`src/rtl/bcd_2digit_to_binary_pkg.sv`:
```
// Shared constants and state encoding for the two-digit BCD to binary converter.
`timescale 1ns/1ps
package bcd_2digit_to_binary_pkg;

    localparam int BCD_MAX    = 9;
    localparam int NUM_SHIFTS = 7;
    localparam int BIN_W      = 7;
    localparam int DIGIT_W    = 4;
    localparam int NUM_DIGITS = 2;
    localparam int CNT_W      = 3;
    localparam int SR_W       = NUM_DIGITS * DIGIT_W + BIN_W;

    // Reverse double-dabble correction: a digit that reached 8+ after the
    // right shift carried a half-ten in from above, so it is pulled back by 3.
    localparam logic [DIGIT_W-1:0] ADJ_THRESH = 4'd8;
    localparam logic [DIGIT_W-1:0] ADJ_OFFSET = 4'd3;

    typedef enum logic [1:0] {
        IDLE  = 2'd0,
        SHIFT = 2'd1,
        DONE  = 2'd2
    } state_t;

    function automatic logic digit_valid(input logic [DIGIT_W-1:0] digit);
        return digit <= DIGIT_W'(BCD_MAX);
    endfunction

endpackage

```
`src/rtl/bcd_digit_adjust.sv`:
```
// Per-digit correction step of the reverse double-dabble: x >= 8 ? x - 3 : x.
`timescale 1ns/1ps
module bcd_digit_adjust
    import bcd_2digit_to_binary_pkg::*;
(
    input  logic [3:0] digit_in,
    output logic [3:0] digit_out
);

    assign digit_out = (digit_in >= ADJ_THRESH) ? (digit_in - ADJ_OFFSET) : digit_in;

endmodule

```
`src/rtl/bcd_2digit_to_binary.sv`:
```
// Sequential two-digit BCD to 7-bit binary converter (reverse double-dabble,
// one shift per clock, seven shifts per conversion).
`timescale 1ns/1ps
module bcd_2digit_to_binary
    import bcd_2digit_to_binary_pkg::*;
(
    input  logic       clk,
    input  logic       rst_n,
    input  logic       start,
    input  logic [3:0] tens,
    input  logic [3:0] ones,
    output logic [6:0] bin,
    output logic       busy,
    output logic       done,
    output logic       err
);

    state_t                          state_reg,  state_next;
    logic [SR_W-1:0]                 shift_reg,  shift_next;
    logic [CNT_W-1:0]                count_reg,  count_next;
    logic [BIN_W-1:0]                bin_reg,    bin_next;
    logic                            done_reg,   done_next;
    logic                            err_reg,    err_next;

    logic [SR_W-1:0]                 shifted;
    logic [NUM_DIGITS*DIGIT_W-1:0]   digits_adj;
    logic [SR_W-1:0]                 adjusted;
    logic                            inputs_valid;

    assign shifted = shift_reg >> 1;

    genvar gi;
    generate
        for (gi = 0; gi < NUM_DIGITS; gi++) begin : g_adj
            bcd_digit_adjust u_adj (
                .digit_in  (shifted[BIN_W + gi*DIGIT_W +: DIGIT_W]),
                .digit_out (digits_adj[gi*DIGIT_W +: DIGIT_W])
            );
        end
    endgenerate

    assign adjusted     = {digits_adj, shifted[BIN_W-1:0]};
    assign inputs_valid = digit_valid(tens) && digit_valid(ones);

    always_comb begin
        state_next = state_reg;
        shift_next = shift_reg;
        count_next = count_reg;
        bin_next   = bin_reg;
        done_next  = 1'b0;
        err_next   = 1'b0;

        case (state_reg)
            IDLE: begin
                if (start) begin
                    if (inputs_valid) begin
                        shift_next = {tens, ones, {BIN_W{1'b0}}};
                        count_next = '0;
                        state_next = SHIFT;
                    end else begin
                        // Bad digits skip the datapath; bin keeps its last result.
                        state_next = DONE;
                        done_next  = 1'b1;
                        err_next   = 1'b1;
                    end
                end
            end

            SHIFT: begin
                shift_next = adjusted;
                count_next = count_reg + 3'd1;
                if (count_reg == CNT_W'(NUM_SHIFTS - 1)) begin
                    count_next = '0;
                    bin_next   = adjusted[BIN_W-1:0];
                    state_next = DONE;
                    done_next  = 1'b1;
                end
            end

            DONE: begin
                state_next = IDLE;
            end

            default: begin
                state_next = IDLE;
            end
        endcase
    end

    always_ff @(posedge clk or negedge rst_n) begin
        if (!rst_n) begin
            state_reg <= IDLE;
            shift_reg <= '0;
            count_reg <= '0;
            bin_reg   <= '0;
            done_reg  <= 1'b0;
            err_reg   <= 1'b0;
        end else begin
            state_reg <= state_next;
            shift_reg <= shift_next;
            count_reg <= count_next;
            bin_reg   <= bin_next;
            done_reg  <= done_next;
            err_reg   <= err_next;
        end
    end

    assign bin  = bin_reg;
    assign busy = (state_reg == SHIFT);
    assign done = done_reg;
    assign err  = err_reg;

endmodule

```
`config.mk`:
```
export PLATFORM = sky130hd
export DESIGN_NAME = bcd_2digit_to_binary
export DESIGN_NICKNAME = d
export VERILOG_FILES = /design/src/rtl/bcd_2digit_to_binary_pkg.sv /design/src/rtl/bcd_digit_adjust.sv /design/src/rtl/bcd_2digit_to_binary.sv
export SDC_FILE = /design/constraint.sdc
export NUM_CORES = 1
export LEC_CHECK = 0
export ABC_CLOCK_PERIOD_IN_PS = 1980
export CAP_MARGIN = 20
export CORE_ASPECT_RATIO = 0.8
export CORE_MARGIN = 4
export CORE_UTILIZATION = 45
export CTS_CLUSTER_SIZE = 24
export DETAILED_ROUTE_END_ITERATION = 8
export GPL_TIMING_DRIVEN = 0
export PLACE_DENSITY = 0.68
export SLEW_MARGIN = 15
export SYNTH_ARGS = -nofsm -noshare
export SYNTH_HDL_FRONTEND = slang
export SYNTH_HIERARCHICAL = 1
export SYNTH_SLANG_ARGS = --single-unit
export TNS_END_PERCENT = 100
```
`constraint.sdc`:
```
create_clock -name clk -period 1.98 [get_ports clk]
set_input_delay 0.495 -clock clk [delete_from_list [all_inputs] [get_ports clk]]
set_output_delay 0.495 -clock clk [all_outputs]
set_load 0.02 [all_outputs]
```
==> flow_metrics.py <==
metrics = {
    "finish": {
        "fin_area_sq_mm": 0.00175,
        "nets": 164,
        "utilization": 0.615,
        "syn_to_final_growth_pct": 27.2,
        "drive_gt1_frac": 0.236,
        "largest_reg_flops": 14,
        "n_antenna_cell": 0,
        "fill_cells": 232,
    },
    "global_routing": {
        "grt_pass1_wl_mm": 4.56,
        "grt_pass1_vias": 934,
        "grt_max_degree": 29,
        "grt_antenna_before_repair": 0,
        "gr-total-overflow": 0,
        "track_usage": 0.142,
    },
    "drt": {
        "drt-initial-drc-count": 45,
        "drc": 0,
        "ant_nets": 0,
        "dr.pass1.iters": 4,
        "vias": 967,
        "via_per_inst": 5.20,
        "finalWirelength_mm": 2.67,
        "wl_per_cell_microns": 14.4,
    },
    "place": {
        "pre_cts_ws_ns": -0.267,
        "portBuffers": 20,
        "place_congestion": 0.737,
        "dp.final_hpwl_mm": 1.90,
        "placed_area_sq_mm": 0.00164,
    },
    "setup_path": {
        "critPathLaunchType": "flip-flop",
        "path_delay_family": "buffers and inverters",
        "path_buf_inv": 5,
        "crit_chain": "nand2b_4 -> buf_6 -> inv_1 -> buf_6 -> buf_6 -> buf_6",
        "cp_max_fo": 10,
        "critPathRequiredTime_ns": 1.48,
        "cp_slowest_stage_delay_ns": 0.40,
        "crit_arrival_ns": 1.40,
        "rrSetupSlack_ns": 0.40,
        "cpMaxStageDelayCell": "dfrtp_1",
        "cp_common_cell": "buf_6",
        "critPathKind": "flip-flop to output port",
        "endpoint_kind": "output port",
    },
    "sta": {
        "fin_crit_ns": 1.89,
        "maxSlewViolCount": 0,
        "final_hold_viol_count": 0,
        "fmax_mhz": 529,
        "max-slew-margin-rel": 0.589,
        "tightestPinTransition_ns": 0.616,
        "skew_ns": 0.00716,
        "hold_slack_ns": 0.221,
        "rsz0062_at_grt": "false",
        "setup_violations": 0,
        "worst_slack_ns": 0.0898,
        "fin_crit_sh": 0.955,
    },
    "yosys": {
        "synth_top_area_frac": 0.509,
        "ys_seq_elements": 28,
        "synthCells": 115,
        "synth_area_leaders": "dfrtp_1, o221a_2, mux2_2",
        "syn_area_sq_mm": 0.00138,
        "yosysMostFrequentCell": "dfrtp_1",
        "postSynth.asyncResetShare": 1.00,
        "synthFlopType": "dfrtp_1",
        "seq_area_frac_synth": 0.509,
        "avgSynthCellArea_sq_um": 12.0,
        "synth_edf_count": 0,
        "yosysWarnings": 6,
        "synth_commonest_cells": "dfrtp_1, nand2b_1, nand2_1, o221a_2, mux2_2",
        "synth_top_cell_by_area": "dfrtp_1",
        "synth_cell_types": 30,
    },
    "clock_tree": {
        "clk_path_buf_depth": 2,
        "cts_max_level": 1,
        "clkTransAtPathRegs_ns": 0.10,
        "clk_latency_ns": 0.27,
        "cts_sinks": 28,
        "cts_tree": "yes",
        "cts_made_buffers": 3,
        "cts-root-buf": "clkbuf_8",
        "cts_hold_buffers": 0,
    },
    "pwr": {
        "powerDensity_mw_per_mm2": 1540,
        "leakagePower_nw": 0.788,
        "ir_worst_vdd_v": 0.000776,
    },
    "hold_path": {
        "hold_class": "primary input to asynchronous set/reset pin",
    },
    "die": {
        "ios": 21,
        "die_w_microns": 69.9,
        "start_util": 0.483,
        "core_sq_mm": 0.00285,
        "fp-row-count": 17,
        "die_h_microns": 57.5,
        "dieArea_sq_mm": 0.00402,
    },
    "outcome": {
        "status": "finished, final reports clean",
    },
    "flow_run": {
        "cap_violations": 0,
    },
}
## where the power goes
| group | switching [mW] | leakage, nW | total [mW] | internal, mW |
|---|---|---|---|---|
| registers | 0.220 | 0.347 | 1.03 | 0.807 |
| logic | 0.531 | 0.406 | 1.22 | 0.693 |
| clock network | 0.171 | 0.0357 | 0.441 | 0.270 |
## logic make-up after synthesis
group	count (synthesis)	synth area share
fa+ha+maj	4	0.0363
compound gates	31	0.192
flops	28	0.509
other cells	1	0.00272
xor+xnor	4	0.0254
simple gates	31	0.142
mux	7	0.0572
buf+inv	9	0.0363
## area by class of cell
class / count / area [sq um] / area share
Sequential cell: 28 / 701 / 0.400
Multi-Input combinational cell: 82 / 642 / 0.366
Timing Repair Buffer: 25 / 234 / 0.134
Tap cell: 38 / 47.5 / 0.0271
Clock buffer: 3 / 41.3 / 0.0236
Buffer: 3 / 33.8 / 0.0193
Clock inverter: 1 / 30.0 / 0.0171
Inverter: 6 / 22.5 / 0.0129
## timing repair
item,in CTS,in global routing
setup endpoints to repair,1,1
gates cloned,0,0
buffers inserted,1,4
pin swaps,0,0
hold endpoints to repair,0,0
gates resized for setup,7,1
## worst register-to-register path: stages (launching register included)
cell      delay, ns
dfrtp_1        0.40
nand2b_4       0.14
buf_6          0.13
nor3_4         0.41
mux2_2         0.39
## placed cells by master, fill, tap and decap left out, types with 3 or more instances in the layout
cell type,count
dfrtp_1,28
clkdlybuf4s50_1,18
nand2b_1,11
nand2_1,8
o221a_2,8
mux2_2,7
inv_1,6
o21ai_0,6
a22o_1,6
conb_1,5
buf_4,5
buf_6,4
ha_1,4
nor2_1,3
clkbuf_8,3
## path summary, 6_finish.rpt
path / start / endpoint / cells past startpoint
hold / removal: rst_n / shift_reg[1] / 1
max in group asynchronous: rst_n / count_reg[0] / 1
min in group clk: bin[3] / bin[3] / 1
setup reg to reg: state_reg[1] / bin[4] / 4
setup / recovery: state_reg[1] / busy / 6
hold reg to reg: bin[3] / bin[3] / 1
## layer usage
metal	wire length, microns	vias up	share of wire	global-route usage
met2	1230	13	0.46	0.219
met1	1330	476	0.50	0.201
met4	12	0	0.0045	0.0246
met5	0	-	0	0
li1	-	476	-	-
met3	104	2	0.039	0.0440
## metrics by stage
stage | cells | power [mW] | setup TNS [ns]
2_1_floorplan | 119 | 1.82 | 0
3_3_place_gp | 177 | 2.13 | -1.59
3_5_place_dp | 177 | 2.18 | -1.38
4_1_cts | 182 | 2.65 | 0
5_1_grt | 186 | 2.90 | 0
6_report | 186 | 2.69 | 0
No activity file was read; power rests on OpenSTA's default activity.
